<file path="config.mk">
export PLATFORM = sky130hd
export DESIGN_NAME = down_counter60
export DESIGN_NICKNAME = d
export VERILOG_FILES = /design/src/rtl/down_counter60.sv
export SDC_FILE = /design/constraint.sdc
export NUM_CORES = 1
export LEC_CHECK = 0
export ABC_AREA = 1
export ABC_CLOCK_PERIOD_IN_PS = 1500
export CAP_MARGIN = 10
export CORE_MARGIN = 2
export CORE_UTILIZATION = 28
export CTS_CLUSTER_DIAMETER = 150
export DETAILED_ROUTE_END_ITERATION = 8
export DONT_BUFFER_PORTS = 1
export GPL_TIMING_DRIVEN = 1
export PLACE_DENSITY_LB_ADDON = 0.2
export SLEW_MARGIN = 0
export SYNTH_ARGS = -nofsm -noshare
export SYNTH_HDL_FRONTEND = slang
export SYNTH_SLANG_ARGS = --single-unit
</file>
<file path="constraint.sdc">
create_clock -name clk -period 1.5 [get_ports clk]
set_input_delay 0.45 -clock clk [delete_from_list [all_inputs] [get_ports clk]]
set_output_delay 0.45 -clock clk [all_outputs]
set_load 0.05 [all_outputs]
</file>
<file path="src/rtl/down_counter60.sv">
// BCD down-counter over 59..00 (tens 0-5, ones 0-9) with parallel load and cascadable borrow.
// WRAP=1 rolls 00 -> 59 with a borrow pulse; WRAP=0 stops at 00 and raises a sticky DONE.
module down_counter60 #(
    parameter int unsigned WRAP = 1
) (
    input  logic       clk,
    input  logic       rst,
    input  logic       load,
    input  logic [3:0] LD10,
    input  logic [2:0] LD6,
    input  logic       en,
    output logic [3:0] CNT10,
    output logic [2:0] CNT6,
    output logic       BOR,
    output logic       ZERO,
    output logic       DONE
);

    localparam bit WrapEn = (WRAP != 0);

    typedef enum logic {StRun, StExpired} state_e;

    state_e     state_q;
    logic [3:0] cnt10_q;
    logic [2:0] cnt6_q;
    logic       done_q;

    logic [3:0] ld10_sat;
    logic [2:0] ld6_sat;
    logic       is_zero;
    logic       dec;

    always_comb begin
        ld10_sat = (LD10 > 4'd9) ? 4'd9 : LD10;
        ld6_sat  = (LD6 > 3'd5) ? 3'd5 : LD6;
        is_zero  = (cnt10_q == 4'd0) && (cnt6_q == 3'd0);
        dec      = en && !load && (state_q == StRun);
    end

    // Borrow is combinational so a following stage decrements on the same edge.
    assign BOR   = dec && !rst && is_zero && WrapEn;
    assign ZERO  = is_zero;
    assign CNT10 = cnt10_q;
    assign CNT6  = cnt6_q;
    assign DONE  = done_q;

    always_ff @(posedge clk) begin
        if (rst) begin
            state_q <= StRun;
            cnt10_q <= 4'd0;
            cnt6_q  <= 3'd0;
            done_q  <= 1'b0;
        end else if (load) begin
            state_q <= StRun;
            cnt10_q <= ld10_sat;
            cnt6_q  <= ld6_sat;
            done_q  <= 1'b0;
        end else if (dec) begin
            if (cnt10_q != 4'd0) begin
                cnt10_q <= cnt10_q - 4'd1;
                if (!WrapEn && (cnt6_q == 3'd0) && (cnt10_q == 4'd1)) begin
                    state_q <= StExpired;
                    done_q  <= 1'b1;
                end
            end else if (cnt6_q != 3'd0) begin
                cnt10_q <= 4'd9;
                cnt6_q  <= cnt6_q - 3'd1;
            end else if (WrapEn) begin
                cnt10_q <= 4'd9;
                cnt6_q  <= 3'd5;
            end else begin
                // Already at 00 with no wrap: expire in place.
                state_q <= StExpired;
                done_q  <= 1'b1;
            end
        end
    end

endmodule

</file>
---- Word-level counts from Yosys, hierarchy flattened ----
Cells that the tools add are included.
operators by class
  $add $sub $neg .......................... 2
  $mul .................................... 0
  divide/modulo/power cells ............... 0
  order comparisons ....................... 2
  equal/unequal tests ..................... 1
  shifts and indexed selects .............. 0
  muxes and demuxes ....................... 9
  bitwise logic cells ..................... 0
  reduce and logical (&&, ||, !) cells .... 12
operators by type and width
  cell                 count
  $mux 4               4
  $mux 3               5
  $gt 4x4->1 const B   1
  $logic_and 1x1->1    4
  $logic_not 4->1      1
  $reduce_bool 4->1    1
  $sub 4x1->4 const B  1
  $gt 3x3->1 const B   1
  $logic_not 3->1      1
  $reduce_bool 3->1    1
  $sub 3x1->3 const B  1
  $logic_not 1->1      2
  $ne 2x2->1 const B   1
  $reduce_and 2->1     1
  $reduce_bool 2->1    1
storage, ports and cells
  flip-flop bits (word level) ............. 7
  bits in latches ......................... 0
  RAM bits ................................ 0
  bits in read-only memories .............. 0
  input bits .............................. 11
  word-level logic and storage cells ...... 28
  memories kept ........................... 0

---- Longest topological paths before layout ----
  depth in word-level cells ............... 5
  depth in mapped cells ................... 7

---- Least setup slack after synthesis ----
Ideal clock, no wire load.
  kind .................................... reg2out
  start point ............................. reg cnt6_q[0], in the netlist CNT6[0]
  end point ............................... out BOR
  data arrival time ....................... 1.902 ns
  required time ........................... 1.050 ns
  slack ................................... -0.852 ns
  stages on the path, launching flop included .. 6
  buffers on the path ..................... 0
  path through ............................ dfxtp_1 > nor2_1 > ha_1 > nand2_1 > nor2_2 > and3_1
between the ends
  cells in the longest elaborated chain, start to end .. 3
ends and longest elaborated chain
  element                 line  text
  from (decl)             25    logic [2:0] cnt6_q;
  from (signal assigned)  56    cnt6_q <= ld6_sat;
  from (signal assigned)  67    cnt6_q <= cnt6_q - 3'd1;
  $logic_not 3->1         36    is_zero = (cnt10_q == 4'd0) && (cnt6_q == 3'd0);
  $logic_and 1x1->1       36
  via ZERO                15    output logic ZERO,
  $logic_and 1x1->1       41    assign BOR = dec && !rst && is_zero && WrapEn;
  to (decl)               14    output logic BOR,
The timed path passes the listed nets, and every way through them passes these cells.

---- Final worst setup path ----
  start point ............................. reg cnt6_q[1], in the netlist CNT6[1]
  end point ............................... out BOR
between the ends
  cells in the longest elaborated chain, start to end .. 3
ends and longest elaborated chain
  element            line
  $logic_not 3->1    36
  $logic_and 1x1->1  36
  $logic_and 1x1->1  41
No other way between the ends.

==> flow_summary_export.csv <==
group,metric,value,unit
run_status,outcome,"finished, violations left",
run_status,violations,"negative setup slack",
sta,hold_viol,0,
grt,grt_max_degree,13,
grt,grt_use_total,0.145,
sta,setup_viol,2,
floorplan,pin_count,21,
sta,whs,355,ps
final_layout,drive_gt1_frac,0.316,
drt,wl,1280,um
drt,drtPass1Iterations,4,
final_layout,stdcell_area,681,um^2
grt,antenna_found_initial,0,
critical_path,reg2reg_to,"CNT6[2]$_SDFFE_PP0P_",
floorplan,die_h,46.2,um
cts,cts_tree,"yes",
cts,cts_hold_buffers,0,
grt,grt_pass1_wl,2140,um
final_layout,final_nets,108,
critical_path,arrival,1290,ps
drt,ant_nets,0,
drt,drc,0,
place,hpwl,1030,um
sta,fmax,0.573,GHz
floorplan,row_count,15,
drt,via_per_inst,4.39,
floorplan,coreArea,1710,um^2
synth,synthDistinctLibCells,17,
sta,skew,1.63,ps
synth,yosysWarningCount,0,
floorplan,die_x,46.2,um
floorplan,die_area,2130,um^2
place,routabilityCongestion,0.703,
power_and_ir_drop,pwr_density_cell,1020,nW/um^2
drt,post_drt_wl_per_cell,10.7,um
sta,fin_crit,1740,ps
drt,num_vias,527,
cts,clk_latency,260,ps
sta,fin_crit_sh,1.16,
worst_hold_path,min_path_type,"in -> reg",
synth,synth-seq-cells,7,
critical_path,cp_max_fo,2,
sta,setup_tns,-451,ps
power_and_ir_drop,leakage,0.351,nW
worst_hold_path,min-delay-start,"rst",
worst_hold_path,min_path_cells,3,
place,numPortBuffers,0,
power_and_ir_drop,switchingPower,282,uW
final_layout,fillers,187,
drt,drt_iter0_drc,13,
critical_path,crit_path_end_kind,"output port",
grt,grt.overflow.total,0,
synth,syn-num-nets,94,
power_and_ir_drop,p_comb_frac,0.422,
sta,drv_slew,0,
final_layout,utilization,0.399,
place,pre_cts_ws,-10.0,ps
final_layout,n_antenna_cell,0,
critical_path,critPathKind,"reg -> out",
power_and_ir_drop,irDropWorstVdd,0.411,mV
job,cap_violations,0,
grt,grt_pass1_vias,498,
floorplan,initial_core_util,0.292,
synth,syn_area,498,um^2
worst_hold_path,holdPathEnd,"CNT10[3]$_SDFFE_PP0P_",
synth,syn_area_per_cell,6.07,um^2
cts,cts_inserted_buffers,3,
power_and_ir_drop,power_frac_clock,0.261,
power_and_ir_drop,sequentialPowerShare,0.317,
cts,cts_buffer_depth,2,
critical_path,r2r_setup_slack,390,ps
power_and_ir_drop,p_int,412,uW
synth,ys_seq_area_frac,0.281,
final_layout,area_growth,36.7,%
critical_path,crit_path_start_kind,"flop",
cts,cts-htree-levels,1,
critical_path,crit-reg2reg-launch,"CNT10[0]$_SDFFE_PP0P_",
power_and_ir_drop,p_sw_frac,0.406,
sta,fin_ws,-244,ps
sta,rsz0062_at_grt,"true",
synth,postSynthCellCount,82,
cts,clkSinkCount,7,
critical_path,r2r_cells,7,
place,place_area,634,um^2
critical_path,required,1050,ps
cts,cts_root_buf,"clkbuf_4",
cts,clk_pin_slew_worst_paths,50,ps
## kinds of logic after synthesis
group	share of synthesized area
buffers and inverters	0.0980
other	0.00753
adders and majority gates	0.0251
AOI/OAI and AO/OA	0.138
DFF	0.281
and+or+nand+nor	0.450
## worst max-delay path, cell delays in order (launching register included)
cell	delay [ps]
dfxtp_4	350
nor2_4	130
ha_4	160
nand2_4	50
nor2_4	80
and3_4	280
## placed cells by master, fill, tap and decap left out, types with 2 or more instances in the layout
cell type  count
nand2_1       25
nor2_1        14
buf_4         10
inv_1          8
o21ai_0        5
nand3_1        5
a21oi_1        5
dfxtp_2        4
nor2_4         3
clkbuf_4       3
dfxtp_4        2
nand2_4        2
## cells in the mapped netlist
cell type	count	area, um^2
conb_1	1	3.75
nor2_1	15	56.3
buf_4	2	15.0
inv_1	8	30.0
nand2_4	1	11.3
ha_1	1	12.5
nor2_4	1	11.3
nand2_1	26	97.6
and3_1	1	6.26
dfxtp_1	7	140
o21ai_0	5	25.0
nor3_2	1	10.0
o21bai_4	1	18.8
inv_2	1	3.75
nand3_1	5	25.0
nor2_2	1	6.26
a21oi_1	5	25.0
## how the worst max path moves through the flow
| stage | cells after the start | end | startpoint |
|---|---|---|---|
| final | 5 | BOR | CNT6[1]$_SDFFE_PP0P_ |
| after global routing | 5 | BOR | CNT6[1]$_SDFFE_PP0P_ |
| after CTS | 5 | BOR | CNT6[0]$_SDFFE_PP0P_ |
| after detailed placement | 5 | BOR | CNT6[1]$_SDFFE_PP0P_ |
| after global placement | 5 | BOR | CNT6[1]$_SDFFE_PP0P_ |
| after floorplan | 5 | BOR | CNT6[1]$_SDFFE_PP0P_ |
## timing repair
action,in CTS,in global routing
setup endpoints to repair,2,2
pin swaps,5,2
setup buffers,1,0
gates resized for setup,3,0
## sequential cells by signal (all words and copies together), names as in the netlist
register	count
CNT10	4
CNT6	3
## power by group through the flow
stage          Combinational (mW)  Sequential (mW)  Clock, mW
2_1_floorplan               0.148            0.292          0
4_1_cts                     0.295            0.221      0.188
5_1_grt                     0.320            0.222      0.196
3_5_place_dp                0.277            0.225          0
6_report                    0.293            0.220      0.181
3_3_place_gp                0.272            0.224          0
## metal layers
| layer | global-route usage | up-vias | share of wire |
|---|---|---|---|
| li1 | - | 280 | - |
| met1 | 0.169 | 233 | 0.46 |
| met2 | 0.214 | 10 | 0.47 |
| met3 | 0.0706 | 4 | 0.059 |
| met4 | 0.0857 | 0 | 0.015 |
| met5 | 0 | - | 0 |
## metrics by stage
step | cells | power, mW
5_1_grt | 120 | 0.739
3_3_place_gp | 115 | 0.496
2_1_floorplan | 82 | 0.440
4_1_cts | 120 | 0.704
3_5_place_dp | 115 | 0.501
6_report | 120 | 0.694
## cell type report
type                            count  area, um^2  share of cell area
Sequential cell                     7         153               0.224
Clock buffer                        4        26.3              0.0386
Timing Repair Buffer               11        90.1               0.132
Tap cell                           25        31.3              0.0460
Inverter                            9        33.8              0.0496
Multi-Input combinational cell     64         347               0.509
Power figures use the tool's default switching activity.
